$ cat src/rtl/ov7725_capture_ctrl_pkg.sv
// Shared types and codes for the OV7725 capture controller: FSM states,
// decimation select codes and capture modes.
package ov7725_capture_ctrl_pkg;

  typedef enum logic [1:0] {
    ST_IDLE    = 2'd0,
    ST_WAIT_VS = 2'd1,
    ST_CAPTURE = 2'd2,
    ST_HOLD    = 2'd3
  } cap_state_t;

  localparam logic [1:0] DECIM_1 = 2'b00;
  localparam logic [1:0] DECIM_2 = 2'b01;
  localparam logic [1:0] DECIM_4 = 2'b10;

  localparam logic MODE_CONT   = 1'b0;
  localparam logic MODE_SINGLE = 1'b1;

  // Decimation factors are powers of two, so the window logic works in shifts.
  function automatic logic [1:0] decim_shift(input logic [1:0] sel);
    logic [1:0] sh;
    case (sel)
      DECIM_1: sh = 2'd0;
      DECIM_2: sh = 2'd1;
      default: sh = 2'd2;
    endcase
    return sh;
  endfunction

endpackage

$ cat src/rtl/ov7725_capture_ctrl_if.sv
// frame_buffer port A write bus: address, RGB565 pixel and write strobe.
interface ov7725_capture_ctrl_if #(
  parameter int ADDR_W = 17
);
  logic [ADDR_W-1:0] addr;
  logic [15:0]       dout;
  logic              we;

  modport master (output addr, output dout, output we);
  modport slave  (input  addr, input  dout, input  we);
endinterface

$ cat src/rtl/ov7725_capture_ctrl_pixel_pack.sv
// Pairs registered DVP bytes into RGB565 pixels and flags lines that end on
// an odd byte count.
module ov7725_capture_ctrl_pixel_pack (
  input  logic        pclk,
  input  logic        rst_n,
  input  logic        href,
  input  logic [7:0]  d,
  output logic        pix_valid,
  output logic [15:0] pix,
  output logic        err_odd
);
  logic       phase;
  logic [7:0] hi_byte;

  assign pix_valid = href & phase;
  assign pix       = {hi_byte, d};

  // A phase still set when href drops means the low byte never came; the
  // held high byte is simply abandoned.
  always_ff @(posedge pclk or negedge rst_n) begin
    if (!rst_n) begin
      phase   <= 1'b0;
      hi_byte <= 8'd0;
      err_odd <= 1'b0;
    end else if (!href) begin
      phase <= 1'b0;
      if (phase) err_odd <= 1'b1;
    end else begin
      phase <= ~phase;
      if (!phase) hi_byte <= d;
    end
  end

endmodule

$ cat src/rtl/ov7725_capture_ctrl.sv
// OV7725 capture path: crops and decimates the sensor pixel stream into the
// frame_buffer, with continuous or single-shot (freeze) frame sequencing.
module ov7725_capture_ctrl
  import ov7725_capture_ctrl_pkg::*;
#(
  parameter int OUT_W  = 320,
  parameter int OUT_H  = 240,
  parameter int ADDR_W = 17,
  parameter int SRC_W  = 640
) (
  input  logic                  pclk,
  input  logic                  rst_n,
  input  logic                  vsync,
  input  logic                  href,
  input  logic [7:0]            d,
  input  logic                  mode,
  input  logic                  arm,
  input  logic [1:0]            decim_sel,
  input  logic [9:0]            x_start,
  input  logic [8:0]            y_start,
  ov7725_capture_ctrl_if.master fb,
  output logic                  busy,
  output logic                  frame_done,
  output logic [7:0]            frame_cnt,
  output logic                  err_odd,
  output logic                  err_long
);
  localparam int CW = 12;
  localparam logic [CW-1:0]     OUT_W_C   = CW'(OUT_W);
  localparam logic [CW-1:0]     OUT_H_C   = CW'(OUT_H);
  localparam logic [CW-1:0]     SRC_W_C   = CW'(SRC_W);
  localparam logic [ADDR_W-1:0] LAST_ADDR = ADDR_W'(OUT_W * OUT_H - 1);

  cap_state_t state, state_nx;
  logic        vsync_r, vsync_q, href_r, href_q, arm_r, arm_q;
  logic [7:0]  d_r;
  logic        vs_rise, href_fall, arm_edge, frame_end;
  logic        pix_valid, in_win, keep, full;
  logic [15:0] pix, dout_q;
  logic [CW-1:0] x_cnt, y_cnt, dx, dy, mask;
  logic [9:0]  xs_s;
  logic [8:0]  ys_s;
  logic [1:0]  shift_s;
  logic [ADDR_W-1:0] wr_ptr, addr_q;
  logic        we_q;

  always_ff @(posedge pclk or negedge rst_n) begin
    if (!rst_n) begin
      vsync_r <= 1'b0; vsync_q <= 1'b0;
      href_r  <= 1'b0; href_q  <= 1'b0;
      arm_r   <= 1'b0; arm_q   <= 1'b0;
      d_r     <= 8'd0;
    end else begin
      vsync_r <= vsync; vsync_q <= vsync_r;
      href_r  <= href;  href_q  <= href_r;
      arm_r   <= arm;   arm_q   <= arm_r;
      d_r     <= d;
    end
  end

  assign vs_rise   = vsync_r & ~vsync_q;
  assign href_fall = href_q & ~href_r;
  assign arm_edge  = arm_r & ~arm_q;

  ov7725_capture_ctrl_pixel_pack u_pack (
    .pclk      (pclk),
    .rst_n     (rst_n),
    .href      (href_r),
    .d         (d_r),
    .pix_valid (pix_valid),
    .pix       (pix),
    .err_odd   (err_odd)
  );

  // Window settings only move at frame start so a frame is never torn.
  always_ff @(posedge pclk or negedge rst_n) begin
    if (!rst_n) begin
      x_cnt    <= '0;
      y_cnt    <= '0;
      xs_s     <= '0;
      ys_s     <= '0;
      shift_s  <= '0;
      err_long <= 1'b0;
    end else begin
      if (vs_rise) begin
        y_cnt   <= '0;
        xs_s    <= x_start;
        ys_s    <= y_start;
        shift_s <= decim_shift(decim_sel);
      end else if (href_fall && y_cnt != '1) begin
        y_cnt <= y_cnt + 1'b1;
      end
      if (href_fall)                     x_cnt <= '0;
      else if (pix_valid && x_cnt != '1) x_cnt <= x_cnt + 1'b1;
      if (pix_valid && x_cnt >= SRC_W_C) err_long <= 1'b1;
    end
  end

  always_comb begin
    dx     = x_cnt - {2'b00, xs_s};
    dy     = y_cnt - {3'b000, ys_s};
    mask   = (CW'(1) << shift_s) - CW'(1);
    in_win = (x_cnt >= {2'b00, xs_s}) && (y_cnt >= {3'b000, ys_s}) &&
             ((dx & mask) == '0) && ((dy & mask) == '0) &&
             ((dx >> shift_s) < OUT_W_C) && ((dy >> shift_s) < OUT_H_C);
    keep   = (state == ST_CAPTURE) && pix_valid && in_win && !full && !vs_rise;
  end

  // Address is a running count of kept pixels; once the last location is
  // written, the full flag blocks any further strobes until the next frame.
  always_ff @(posedge pclk or negedge rst_n) begin
    if (!rst_n) begin
      wr_ptr <= '0;
      full   <= 1'b0;
      addr_q <= '0;
      dout_q <= '0;
      we_q   <= 1'b0;
    end else begin
      we_q <= keep;
      if (vs_rise) begin
        wr_ptr <= '0;
        full   <= 1'b0;
      end else if (keep) begin
        addr_q <= wr_ptr;
        dout_q <= pix;
        if (wr_ptr == LAST_ADDR) full <= 1'b1;
        else                     wr_ptr <= wr_ptr + 1'b1;
      end
    end
  end

  assign fb.addr = addr_q;
  assign fb.dout = dout_q;
  assign fb.we   = we_q;

  always_ff @(posedge pclk or negedge rst_n) begin
    if (!rst_n) state <= ST_IDLE;
    else        state <= state_nx;
  end

  // Mode seen at the closing vsync edge decides whether capture continues.
  always_comb begin
    state_nx  = state;
    frame_end = 1'b0;
    unique case (state)
      ST_IDLE:    if (mode == MODE_CONT || arm_edge) state_nx = ST_WAIT_VS;
      ST_WAIT_VS: if (vs_rise) state_nx = ST_CAPTURE;
      ST_CAPTURE: if (vs_rise) begin
        frame_end = 1'b1;
        state_nx  = (mode == MODE_SINGLE) ? ST_HOLD : ST_CAPTURE;
      end
      ST_HOLD:    if (arm_edge || mode == MODE_CONT) state_nx = ST_WAIT_VS;
      default:    state_nx = ST_IDLE;
    endcase
  end

  always_ff @(posedge pclk or negedge rst_n) begin
    if (!rst_n) begin
      frame_done <= 1'b0;
      frame_cnt  <= 8'd0;
    end else begin
      frame_done <= frame_end;
      if (frame_end) frame_cnt <= frame_cnt + 8'd1;
    end
  end

  assign busy = (state == ST_CAPTURE);

endmodule

$ cat src/flat_wrapper.sv
// flat-port wrapper written by rule: the top's interface ports become plain ports
module ov7725_capture_ctrl_flat import ov7725_capture_ctrl_pkg::*;
#(
  parameter int OUT_W  = 320,
  parameter int OUT_H  = 240,
  parameter int ADDR_W = 17,
  parameter int SRC_W  = 640
)
  (pclk, rst_n, vsync, href, d, mode, arm, decim_sel, x_start, y_start, busy, frame_done, frame_cnt, err_odd, err_long, fb_addr, fb_dout, fb_we);
  ov7725_capture_ctrl_if #(.ADDR_W(ADDR_W)) fb_i ();
  input  logic pclk;
  input  logic rst_n;
  input  logic vsync;
  input  logic href;
  input  logic [7:0] d;
  input  logic mode;
  input  logic arm;
  input  logic [1:0] decim_sel;
  input  logic [9:0] x_start;
  input  logic [8:0] y_start;
  output logic busy;
  output logic frame_done;
  output logic [7:0] frame_cnt;
  output logic err_odd;
  output logic err_long;
  output wire logic [$bits(fb_i.addr)-1:0] fb_addr;
  output wire logic [$bits(fb_i.dout)-1:0] fb_dout;
  output wire logic [$bits(fb_i.we)-1:0] fb_we;
  assign fb_addr = fb_i.addr;
  assign fb_dout = fb_i.dout;
  assign fb_we = fb_i.we;
  ov7725_capture_ctrl #(.OUT_W(OUT_W), .OUT_H(OUT_H), .ADDR_W(ADDR_W), .SRC_W(SRC_W)) u_core (.pclk(pclk), .rst_n(rst_n), .vsync(vsync), .href(href), .d(d), .mode(mode), .arm(arm), .decim_sel(decim_sel), .x_start(x_start), .y_start(y_start), .fb(fb_i), .busy(busy), .frame_done(frame_done), .frame_cnt(frame_cnt), .err_odd(err_odd), .err_long(err_long));
endmodule
$ cat config.mk
export PLATFORM = sky130hd
export DESIGN_NAME = ov7725_capture_ctrl_flat
export DESIGN_NICKNAME = d
export VERILOG_FILES = /design/src/rtl/ov7725_capture_ctrl_pkg.sv /design/src/rtl/ov7725_capture_ctrl_if.sv /design/src/rtl/ov7725_capture_ctrl_pixel_pack.sv /design/src/rtl/ov7725_capture_ctrl.sv /design/src/flat_wrapper.sv
export SDC_FILE = /design/constraint.sdc
export NUM_CORES = 1
export LEC_CHECK = 0
export CORE_MARGIN = 1.5
export CORE_UTILIZATION = 55
export DETAILED_ROUTE_END_ITERATION = 10
export MAX_ROUTING_LAYER = met4
export PLACE_DENSITY = 0.79
export SETUP_SLACK_MARGIN = 0.02
export SLEW_MARGIN = 15
export SYNTH_ARGS = -nofsm -noshare
export SYNTH_HDL_FRONTEND = slang
export SYNTH_SLANG_ARGS = --single-unit
export TNS_END_PERCENT = 1
$ cat constraint.sdc
create_clock -name pclk -period 5.3 [get_ports pclk]
set_input_delay 1.59 -clock pclk [delete_from_list [all_inputs] [get_ports pclk]]
set_output_delay 1.59 -clock pclk [all_outputs]
set_load 0.03 [all_outputs]
==> impl_summary.txt <==
----------------------------------------------------
[Global route]
  Met1 track utilization from global routing ... 0.317
  Largest net degree at the start of global routing ... 60
  Met3 Track Usage GR ... 0.0544
  First-pass GRT wire length ... 26,000 um
  Via count of the first global-routing pass ... 5,386
  Overall routing resource usage ... 0.255
  Fraction of met2 tracks used by global routing ... 0.421
  Most congested layer reported by global routing ... met2
  Total grt overflow ... 0
  Antenna violations before repair ... 0

[Pwr]
  Power per unit of standard cell area ... 319 nW/um2
  Combinational group share of total power ... 0.178
  VDD IR max ... 0.247 mV
  Reported leakage power ... 4.03 nW
  Post-layout power ... 0.00271 W
  Net switching power ... 0.000798 W
  Net Sw Frac ... 0.294
  Sequential share of power ... 0.421
  Pint ... 0.00192 W
  Part of the power in the clock network ... 0.400

[Routing]
  Violation count after the first detailed-route iteration ... 352
  Count of TritonRoute iterations in the first routing pass ... 4
  Sum of routed wire length over all layers ... 15,600 um
  Via count of the routed design ... 5,436
  DRC violation count after routing ... 0
  Average via count per standard cell ... 5.70
  Post-detailed-route count of antenna-violating nets ... 0
  Routed length per instance ... 16.4 um

[Logic synthesis]
  Register area share after synthesis ... 0.474
  Share of the synthesized area in the top cell type ... 0.474
  Count of flip-flops with a built-in enable after synthesis ... 0
  Total of flip-flops plus latches after synthesis ... 133
  Distinct cell type count after synthesis ... 64
  Predominant post-synthesis flop cell ... sky130_fd_sc_hd__dfrtp_1
  Yosys Warn Count ... 0
  Share of async-settable or async-resettable flops after synthesis ... 1.00
  Mapped Cells ... 690
  Post-synth net total ... 755
  Cell types occupying the most area after synthesis ... sky130_fd_sc_hd__dfrtp_1 47%, sky130_fd_sc_hd__ha_1 5.0%, sky130_fd_sc_hd__mux2_1 5.0%
  Library cell occupying the most area in the post-synthesis netlist ... sky130_fd_sc_hd__dfrtp_1
  Netlist area before placement ... 7020 um2
  Mean post-synth cell area ... 10.2 um2

[Finish]
  Final std cell area, no fill ... 8510 um2
  Final cell utilization of the core ... 0.680
  Final instance count without filler cells ... 953
  Fraction of final layout cells with drive strength greater than 1 ... 0.0871
  Signed area change from the synthesized netlist to the final layout ... 21.2%
  Total number of nets in the final design ... 833
  Total inserted antenna cells ... 0

[Min path]
  Worst hold path startpoint ... u_core.arm_r
  Tightest Hold Check Type ... flip-flop to flip-flop
  Hold-critical path endpoint ... u_core.arm_q
  Worst Hold Depth ... 0

[STA]
  Final setup fails ... 0
  Slew @ Worst Pin ... 994 ps
  Final Hold Viols ... 0
  Setup repair after global routing missed its margin ... false
  Shortest clock period the worst path allows after layout ... 4060 ps
  Clock skew after layout ... 6.57 ps
  Fraction of the cycle the final worst path needs ... 0.766
  Headroom to the max-slew limit ... 0.329
  Slew Limit Fails ... 0
  Fmax ... 246 MHz
  Setup Total Neg Slack ... 0 ps

[Floorplan]
  Initial core utilization ... 0.561
  Placeable core area ... 12,500 um2
  Count of boundary I/O pins ... 81
  Die boundary height ... 116 um
  Placement Rows ... 41
  Floorplan die area ... 13,400 um2
  Die Wd ... 116 um

[Placed design]
  Number of placed instances, taps included ... 921
  IO Port Bufs ... 80
  Dpl hpwl ... 10,700 um
  Routability Congestion ... 0.923
  Post-detailed-placement cell area ... 7950 um2

[Clocking]
  Maximum clock path buffer count ... 2
  Cell at the root of the clock tree ... sky130_fd_sc_hd__clkbuf_16
  H-tree levels ... 4
  Quantity of hold-fixing buffers added after cts ... 0
  Gates resized, CTS repair ... 0
  Later-pin clock latency in the skew report ... 420 ps
  Post-CTS Setup Bufs ... 0
  Cts bufs inserted ... 17
  TritonCTS clock tree ... done
  Total clock sinks ... 133
  Clock-pin slew reported for the worst setup and hold paths after clock tree synthesis ... 60 ps

[Worst setup path]
  Arrival time reported for the critical path endpoint ... 4350 ps
  Data required time at the worst endpoint ... 5590 ps
  Endpoint class of the critical path ... flip-flop
  Worst Reg2Reg Path Length in Cells ... 13
  Register-to-register setup slack ... 1240 ps
  Worst r2r dst ... u_core.fb.dout[7]
  Launch instance of the worst register-to-register path ... u_core.y_cnt[0]
  Worst Path Max Fanout ... 33
  Critical path type ... flip-flop to flip-flop
  Crit path launch type ... flip-flop

[Run]
  Max capacitance violation total ... 0

[Status]
  Outcome ... completed

----------------------------------------------------
==> power by group through the flow <==
stage               registers, W  logic [W]  clock network, W
global route             0.00115   0.000539           0.00115
detailed placement       0.00116   0.000480                 0
global placement         0.00115   0.000462                 0
floorplan                0.00118   0.000287                 0
CTS                      0.00114   0.000485           0.00111
finish                   0.00114   0.000484           0.00109
==> metrics by stage <==
stage / hold slack, ps / worst slack, ps
2_1_floorplan: 355 / 1810
3_3_place_gp: 367 / 1370
3_5_place_dp: 376 / 1260
4_1_cts: 395 / 1240
5_1_grt: 406 / 846
6_report: 385 / 1240
==> critical path, stage by stage (launching register included) <==
cell	delay (ps)
sky130_fd_sc_hd__dfrtp_1	420
sky130_fd_sc_hd__inv_1	80
sky130_fd_sc_hd__ha_1	220
sky130_fd_sc_hd__fa_1	410
sky130_fd_sc_hd__nand2b_1	190
sky130_fd_sc_hd__a21oi_2	290
sky130_fd_sc_hd__nand3_1	120
sky130_fd_sc_hd__a2111oi_0	430
sky130_fd_sc_hd__and4b_1	250
sky130_fd_sc_hd__a21oi_1	80
sky130_fd_sc_hd__a211o_1	380
sky130_fd_sc_hd__nor4_4	240
sky130_fd_sc_hd__buf_4	430
sky130_fd_sc_hd__mux2_1	390
==> state kept, by name (all words and copies together), names as in the netlist, 8 cells and up <==
register / flops
u_core.xs_s: 10
u_core.u_pack.hi_byte: 8
u_core.frame_cnt: 8
u_core.y_cnt: 12
u_core.ys_s: 9
u_core.d_r: 8
u_core.fb.dout: 16
u_core.wr_ptr: 17
u_core.x_cnt: 12
u_core.fb.addr: 17
==> per-layer routing <==
metal | vias up | part of all wire
li1 | 2603 | -
met1 | 2656 | 0.44
met2 | 156 | 0.50
met3 | 21 | 0.045
met4 | 0 | 0.012
met5 | - | 0
==> worst max path at each step <==
stage / from / cells past startpoint / to / slack, ps
after detailed placement: u_core.y_cnt[0] / 13 / u_core.fb.dout[2] / 1260
after CTS: u_core.y_cnt[0] / 13 / u_core.fb.dout[6] / 1240
after floorplan: u_core.y_cnt[0] / 13 / u_core.fb.addr[10] / 1810
after global placement: u_core.y_cnt[0] / 13 / u_core.fb.dout[0] / 1370
final: u_core.y_cnt[0] / 13 / u_core.fb.dout[7] / 1240
after global routing: u_core.x_cnt[0] / 14 / u_core.fb.dout[7] / 850
==> cells in the final DEF (no fill, tap or decap), drive strengths merged, types with 18 or more instances in the layout <==
cell,netlist,final
nor3,18,18
nand2b,22,22
mux2,43,43
nor2,44,44
clkbuf,18,19
nand2,73,73
clkdlybuf4s50,0,79
xor2,20,20
ha,28,28
o21ai,37,37
a21oi,28,28
nand4,18,18
nand3,26,26
dfrtp,133,133
inv,32,35
==> cell type report <==
cell class / count / area (um2)
fill: 970 / 4010
clock inverter: 13 / 101
multi-input combinational: 497 / 3440
timing repair buffer: 87 / 851
clock buffer: 19 / 453
tap: 172 / 215
sequential: 133 / 3330
inverter: 32 / 120
==> cells by family after synthesis <==
group / synth area share
compound gates: 0.114
xor+xnor: 0.0412
fa+ha+maj: 0.0556
buf+inv: 0.0367
flops: 0.474
mux: 0.0904
simple gates: 0.188
==> cells in the mapped netlist, types with 3 or more instances <==
library cell,number
sky130_fd_sc_hd__mux2_2,12
sky130_fd_sc_hd__a2111oi_0,3
sky130_fd_sc_hd__clkbuf_1,18
sky130_fd_sc_hd__or2_2,3
sky130_fd_sc_hd__nor2_1,43
sky130_fd_sc_hd__mux2i_1,15
sky130_fd_sc_hd__nand2b_1,22
sky130_fd_sc_hd__xnor2_1,13
sky130_fd_sc_hd__mux2_1,31
sky130_fd_sc_hd__o211ai_1,6
sky130_fd_sc_hd__nand2_1,73
sky130_fd_sc_hd__xor2_1,20
sky130_fd_sc_hd__a21oi_1,26
sky130_fd_sc_hd__nor2b_1,9
sky130_fd_sc_hd__a211oi_1,5
sky130_fd_sc_hd__and3_1,9
sky130_fd_sc_hd__a21o_1,4
sky130_fd_sc_hd__buf_6,3
sky130_fd_sc_hd__buf_2,5
sky130_fd_sc_hd__o21ai_0,35
sky130_fd_sc_hd__nand3_1,26
sky130_fd_sc_hd__dfrtp_1,133
sky130_fd_sc_hd__nand4_1,18
sky130_fd_sc_hd__o211a_1,7
sky130_fd_sc_hd__or4_1,4
sky130_fd_sc_hd__nand3b_1,3
sky130_fd_sc_hd__and4_1,4
sky130_fd_sc_hd__nor3_1,17
sky130_fd_sc_hd__inv_1,32
sky130_fd_sc_hd__a211o_1,3
sky130_fd_sc_hd__and2_1,4
sky130_fd_sc_hd__a31o_2,3
sky130_fd_sc_hd__nand4b_1,3
sky130_fd_sc_hd__ha_1,28
sky130_fd_sc_hd__or3_1,10
No activity file was read; power rests on OpenSTA's default activity.
